`config.mk`:
```
export PLATFORM = sky130hd
export DESIGN_NAME = adc_bit_clk_align
export DESIGN_NICKNAME = d
export VERILOG_FILES = /design/src/rtl/adc_lvds_pkg.sv /design/src/rtl/adc_word_stable_check.sv /design/src/rtl/adc_bit_clk_align.sv
export SDC_FILE = /design/constraint.sdc
export NUM_CORES = 1
export LEC_CHECK = 0
export BUFFER_PORTS_ARGS = -buffer_cell sky130_fd_sc_hd__buf_4
export CAP_MARGIN = 20
export CORE_ASPECT_RATIO = 1.5
export CORE_MARGIN = 1.5
export CORE_UTILIZATION = 35
export DETAILED_ROUTE_END_ITERATION = 12
export GPL_TIMING_DRIVEN = 0
export SLEW_MARGIN = 20
export SYNTH_ARGS = -nofsm -noshare
export SYNTH_HDL_FRONTEND = slang
export SYNTH_SLANG_ARGS = --single-unit
```
`constraint.sdc`:
```
create_clock -name BitClkDiv -period 2.6 [get_ports BitClkDiv]
set_input_delay 0.39 -clock BitClkDiv [delete_from_list [all_inputs] [get_ports BitClkDiv]]
set_output_delay 0.39 -clock BitClkDiv [all_outputs]
set_load 0.005 [all_outputs]
```
`src/rtl/adc_lvds_pkg.sv`:
```
// Shared types and defaults for the ADC LVDS capture path.
// Used by the bit-clock, frame and data-lane stages.
package adc_lvds_pkg;

  localparam int ADC_TAP_BITS    = 5;
  localparam int ADC_SERDES_WORD = 8;

  typedef enum logic [2:0] {
    IDLE,
    LOAD,
    SETTLE,
    SAMPLE,
    EVAL,
    DONE,
    FAIL
  } bit_align_state_t;

endpackage

```
`src/rtl/adc_word_stable_check.sv`:
```
// Captures a burst of self-sampled clock words and reports whether
// they were all identical and uniform (all-zeros or all-ones).
module adc_word_stable_check
  import adc_lvds_pkg::*;
#(
  parameter int WordBits    = ADC_SERDES_WORD,
  parameter int SampleCount = 4
) (
  input  logic                clk,
  input  logic                rst_n,
  input  logic                start,
  input  logic [WordBits-1:0] SmplWord,
  output logic                done,
  output logic                stable,
  output logic                value
);

  localparam int CntW = $clog2(SampleCount);
  localparam logic [CntW-1:0] LastIdx =
    CntW'(SampleCount - 1);

  logic                busy;
  logic [CntW-1:0]     cnt;
  logic [WordBits-1:0] first;
  logic                same;
  logic                match;
  logic                uniform;

  assign match   = (SmplWord == first);
  assign uniform = (first == '0) || (first == '1);

  // Word capture: first word is the reference, later words compared.
  always_ff @(posedge clk or negedge rst_n) begin
    if (!rst_n) begin
      busy   <= 1'b0;
      cnt    <= '0;
      first  <= '0;
      same   <= 1'b0;
      done   <= 1'b0;
      stable <= 1'b0;
      value  <= 1'b0;
    end else begin
      done <= 1'b0;
      if (start) begin
        busy <= 1'b1;
        cnt  <= '0;
      end else if (busy) begin
        cnt <= cnt + 1'b1;
        if (cnt == '0) begin
          first <= SmplWord;
          same  <= 1'b1;
        end else begin
          same <= same & match;
        end
        if (cnt == LastIdx) begin
          busy   <= 1'b0;
          done   <= 1'b1;
          stable <= same & match & uniform;
          value  <= first[0];
        end
      end
    end
  end

endmodule

```
`src/rtl/adc_bit_clk_align.sv`:
```
// Bit-clock alignment: sweeps the DCO IDELAY tap until the
// self-sampled clock flips level, then locks on that tap.
module adc_bit_clk_align
  import adc_lvds_pkg::*;
#(
  parameter int TapBits      = ADC_TAP_BITS,
  parameter int WordBits     = ADC_SERDES_WORD,
  parameter int SettleCycles = 16,
  parameter int SampleCount  = 4
) (
  input  logic                BitClkDiv,
  input  logic                BitRstN,
  input  logic                DlyRdy,
  input  logic                Restart,
  input  logic [WordBits-1:0] SmplWord,
  output logic [TapBits-1:0]  DlyTap,
  output logic                DlyLoad,
  output logic                BitClkDone,
  output logic                AlignFail
);

  localparam int CntMax =
    (SettleCycles > SampleCount) ? SettleCycles : SampleCount;
  localparam int CntW = (CntMax > 1) ? $clog2(CntMax) : 1;
  localparam logic [CntW-1:0] SettleLast =
    CntW'(SettleCycles - 1);
  localparam logic [CntW-1:0] SampleLast =
    CntW'(SampleCount - 1);
  localparam logic [TapBits-1:0] LastTap = '1;

  bit_align_state_t state;
  bit_align_state_t stateNext;

  logic [CntW-1:0]    cnt;
  logic [CntW-1:0]    cntNext;
  logic [TapBits-1:0] tapNext;
  logic               refValid;
  logic               refValidNext;
  logic               refVal;
  logic               refValNext;
  logic               abort;

  logic chkStart;
  logic chkDone;
  logic chkStable;
  logic chkValue;

  // FAIL is left only by an explicit restart request.
  assign abort = Restart ||
    (!DlyRdy && (state != IDLE) && (state != FAIL));

  assign chkStart = (state == SETTLE) && (cnt == SettleLast);

  adc_word_stable_check #(
    .WordBits    (WordBits),
    .SampleCount (SampleCount)
  ) u_check (
    .clk      (BitClkDiv),
    .rst_n    (BitRstN),
    .start    (chkStart),
    .SmplWord (SmplWord),
    .done     (chkDone),
    .stable   (chkStable),
    .value    (chkValue)
  );

  // State, counters, reference and registered outputs.
  always_ff @(posedge BitClkDiv or negedge BitRstN) begin
    if (!BitRstN) begin
      state      <= IDLE;
      cnt        <= '0;
      refValid   <= 1'b0;
      refVal     <= 1'b0;
      DlyTap     <= '0;
      DlyLoad    <= 1'b0;
      BitClkDone <= 1'b0;
      AlignFail  <= 1'b0;
    end else begin
      state      <= stateNext;
      cnt        <= cntNext;
      refValid   <= refValidNext;
      refVal     <= refValNext;
      DlyTap     <= tapNext;
      DlyLoad    <= (stateNext == LOAD);
      BitClkDone <= (stateNext == DONE);
      AlignFail  <= (stateNext == FAIL);
    end
  end

  // Next-state, tap advance and reference latch.
  always_comb begin
    stateNext    = state;
    cntNext      = cnt;
    tapNext      = DlyTap;
    refValidNext = refValid;
    refValNext   = refVal;

    unique case (state)
      IDLE: begin
        tapNext      = '0;
        refValidNext = 1'b0;
        if (DlyRdy) stateNext = LOAD;
      end
      LOAD: begin
        cntNext   = '0;
        stateNext = SETTLE;
      end
      SETTLE: begin
        if (cnt == SettleLast) begin
          cntNext   = '0;
          stateNext = SAMPLE;
        end else begin
          cntNext = cnt + 1'b1;
        end
      end
      SAMPLE: begin
        if (cnt == SampleLast) begin
          cntNext   = '0;
          stateNext = EVAL;
        end else begin
          cntNext = cnt + 1'b1;
        end
      end
      EVAL: begin
        if (chkDone) begin
          if (chkStable && refValid &&
              (chkValue != refVal)) begin
            stateNext = DONE;
          end else begin
            if (chkStable && !refValid) begin
              refValidNext = 1'b1;
              refValNext   = chkValue;
            end
            if (DlyTap == LastTap) begin
              stateNext = FAIL;
            end else begin
              tapNext   = DlyTap + 1'b1;
              stateNext = LOAD;
            end
          end
        end
      end
      DONE: stateNext = DONE;
      FAIL: stateNext = FAIL;
      default: stateNext = IDLE;
    endcase

    if (abort) begin
      stateNext    = IDLE;
      cntNext      = '0;
      tapNext      = '0;
      refValidNext = 1'b0;
    end
  end

endmodule

```
==> results summary <==
The run finished with clean final reports. The via total after detailed routing came out at between 1k and 1.5k. The synthesized-area fraction occupied by ao, oa, aoi and oai cells came out at ~15%. The H-tree depth came out at 2. The final non-filler cell total is 267. The number of global-route vias before repair is approximately 1.3k.

The commonest non-fill, non-tap cell in the layout is sky130_fd_sc_hd__dfrtp_1. The floorplan row count came out at 31. The worst setup path is captured at a flop. Setup repair after global routing left no endpoint under its margin. STA puts the critical path data required time at 2780 ps. In this run, distinct cell masters in the synthesized netlist total 43. The worst reg2reg path depth came out at 6. Counting flops and latches in the post-synthesis netlist gives 32.

The die boundary height is 90.2 microns. The number of instances in the synthesized netlist is 175. The number of maximum-capacitance constraint violations is 0.

The cell count after placement came out at between 200 and 300. The highest fanout seen on the critical path came out at 4. Detailed placement finished with a half-perimeter wire length of 2520 microns. The combinational fraction of design power is under 10%. The first global-routing pass estimated 6040 microns of wire.

The number of placed I/O pins is 20. Of the cells placed in the final design, the portion with a size suffix greater than 1 is around 18%. The source-to-sink clock delay at the later pin of the worst-skew pair is just under 300 ps. Across every metal layer, demand over resource in global routing totals 14.5%. The design internal power is about 840 uW.

The number of buffers inserted during clock tree synthesis came out at 5. The worst setup path is launched from a flop. TritonCTS built the clock tree. Setup violations remaining at the end of the flow were counted as 0. The worst path uses between 70% and 80% of the clock period. Post-CTS repair changed the size of 0 cells. The library cells used most frequently in the layout, excluding fill and tap cells, are sky130_fd_sc_hd__dfrtp_1, sky130_fd_sc_hd__buf_4, sky130_fd_sc_hd__nor2_1, sky130_fd_sc_hd__nand2b_1, sky130_fd_sc_hd__inv_1. The repair_antennas step left the layout with diodes totalling 0. The smallest setup slack after layout came out at between 500 and 600 ps. The first-pass detailed-route iteration total is 4. The headroom to the max-slew limit is between 60% and 70%.

On the final layout, the worst clock skew is around 5.8 ps. The die is 61.2 microns wide. The number of flops mapped to enable cells by yosys came out at 0. The total length of routed wires is 3450 microns. The worst setup path is of the flop to flop kind. In the final routed layout, each cell accounts on average for roughly 13 microns. The core area is between 4000 and 5000 sq um. The post-synthesis simple-gate area fraction is between 10% and 20%. Summing the areas of all fa, ha and maj instances in the mapped netlist gives 4.23% of the synthesized area.

The path class of the tightest hold or removal check is primary input to async pin. The area of the multi-input gates came out at 913 sq um. The die footprint is roughly 5500 sq um.

The total count of max-transition violations in the final report came out at 0. For this block, the initial DRC count from the detailed router was 62. The number of hold buffers added after cts came out at 0. The number of filler instances in the final layout is 483.

The mux contribution to synthesized area is slightly above 8%. The initial antenna violation count is 0. The maximum number of buffers from clock root to sink is 2.

The tree built by TritonCTS fans out to 32 sinks. For this run, the number of Yosys warnings is 0. The cell leakage power is between 0.9 and 1 nW. The clock period minus final worst setup slack came out at 2020 ps. Summed over all layers, the global routing overflow is 0. The sum of negative setup slack is 0 ps.

The sequential group share of total power is approximately 48%. The fraction of the yosys area taken by sequential cells is a little under half. After synthesis, the largest family of logic cells by area is simple AND/OR/NAND/NOR gates.

The power density normalized to cell area is between 500 and 600 nW/um^2. During placement, the flow inserted port buffers numbering 18. The clock network burns 43.3% of the power. The post-layout net count came out at roughly 220. The parity-gate share of the synthesized area counting xor and xnor cells came out at ~4.9%. The maximum frequency from static timing analysis is 496 MHz. The clock-pin transition on the worst setup and hold timing paths is approximately 70 ps. In the routed layout, each cell is associated on average with a via count of roughly 5.1. Post-CTS timing repair inserted 0 buffers for setup. Compared with the post-synthesis result, the final layout area differs by 18.3%. Summing every instance area after synthesis gives ~1800 sq um.

The congestion estimate from routability-driven global placement came to 0.834. Net switching is between 20% and 30% of the power. At the pin with the least slew margin, the transition time is just under 600 ps. The analysis attributes to net switching a power of roughly 250 uW.

Before CTS, the worst setup slack after placement is ~580 ps. The synthesized area per cell came out at 10.1 sq um. The count of unresolved DRC violations after routing came out at 0. The initial cell density of the core is between 30 and 40%. The clock root buffer is sky130_fd_sc_hd__clkbuf_8. The async set-reset flop share out of synthesis is between 90% and 100%.

In the synthesized netlist the dominant register cell turns out to be sky130_fd_sc_hd__dfrtp_1. The remaining number of nets flagged by the antenna check after routing came out at 0. The number of hold violations in the final report is 0.

Across the VDD grid, the largest voltage drop is between 0.0003 and 0.0004 V. The largest net degree at the start of global routing came out at 33. The post-synth net total is 193. The arrival time at the worst endpoint is approximately 2200 ps. In the final layout, flip-flops and latches occupy around 800 sq um.
## stage by stage
step / utilization [%] / total power, mW / hold slack, ps / cell area, sq um
after floorplan: - / 0.588 / 94.4 / 1780
after global placement: 41.1 / 0.629 / 355 / 1990
after detailed placement: 41.1 / 0.629 / 357 / 1990
after CTS: 43.3 / 1.11 / 43.6 / 2100
after global routing: 43.3 / 1.14 / 55.7 / 2100
final: 43.3 / 1.09 / 30.4 / 2100
## routing by layer
| metal | GRT usage [%] | up-vias | routed length [microns] |
|---|---|---|---|
| met5 | 0 | - | 0 |
| met4 | 5.98 | 0 | 65 |
| met3 | 3.88 | 6 | 107 |
| met2 | 23.0 | 22 | 1790 |
| met1 | 18.2 | 663 | 1490 |
| li1 | - | 676 | - |
## power by group through the flow
stage | clock network [mW] | logic (mW) | registers [mW]
2_1_floorplan | 0 | 0.0579 | 0.530
3_3_place_gp | 0 | 0.0968 | 0.532
3_5_place_dp | 0 | 0.0971 | 0.532
4_1_cts | 0.488 | 0.0979 | 0.523
5_1_grt | 0.511 | 0.108 | 0.525
6_report | 0.472 | 0.0958 | 0.523
## layout make-up
cell class / instances / area share, %
Buffer: 6 / 1.13
Tap cell: 66 / 3.93
Multi-Input combinational cell: 127 / 43.5
Inverter: 10 / 1.79
Clock inverter: 2 / 1.67
Timing Repair Buffer: 18 / 6.43
Clock buffer: 6 / 3.45
Sequential cell: 32 / 38.1
## cell usage after synthesis (6+ instances only)
library cell / instances / area (sq um)
sky130_fd_sc_hd__a21oi_1: 6 / 30.0
sky130_fd_sc_hd__nand2_1: 7 / 26.3
sky130_fd_sc_hd__ha_1: 6 / 75.1
sky130_fd_sc_hd__dfrtp_1: 32 / 801
sky130_fd_sc_hd__xor2_1: 8 / 70.1
sky130_fd_sc_hd__nand2b_1: 9 / 56.3
sky130_fd_sc_hd__nor2b_1: 6 / 37.5
sky130_fd_sc_hd__o21ai_0: 6 / 30.0
sky130_fd_sc_hd__inv_1: 9 / 33.8
sky130_fd_sc_hd__nor2_1: 10 / 37.5
sky130_fd_sc_hd__mux2_1: 6 / 67.6
## final timing paths
check | start | to | slack, ps
setup / recovery | DlyTap[0] | DlyLoad | 580
hold / removal | BitRstN | cnt[1] | 30
setup reg to reg | DlyTap[0] | DlyLoad | 580
hold reg to reg | cnt[0] | cnt[0] | 500
max in group asynchronous | BitRstN | u_check.first[0] | 2270
min in group BitClkDiv | SmplWord[2] | u_check.first[2] | 330
## cell families after synthesis
kind of cell    after synthesis
simple gates                 59
mux                          13
compound gates               39
buf+inv                      16
xor+xnor                     10
flops                        32
fa+ha+maj                     6
## registers in the layout, indices dropped and copies added (netlist names), 2 cells and up
name,count
DlyTap,5
u_check.cnt,2
cnt,4
state,3
u_check.first,8
## worst max-delay path: stages (launching register included)
cell and delay, ps:
sky130_fd_sc_hd__dfrtp_1 410, sky130_fd_sc_hd__ha_1 240, sky130_fd_sc_hd__and3_1 210, sky130_fd_sc_hd__ha_1 240
sky130_fd_sc_hd__a311o_2 320, sky130_fd_sc_hd__a22o_1 230, sky130_fd_sc_hd__nor4b_1 260
(Power assumes the default switching activity.)
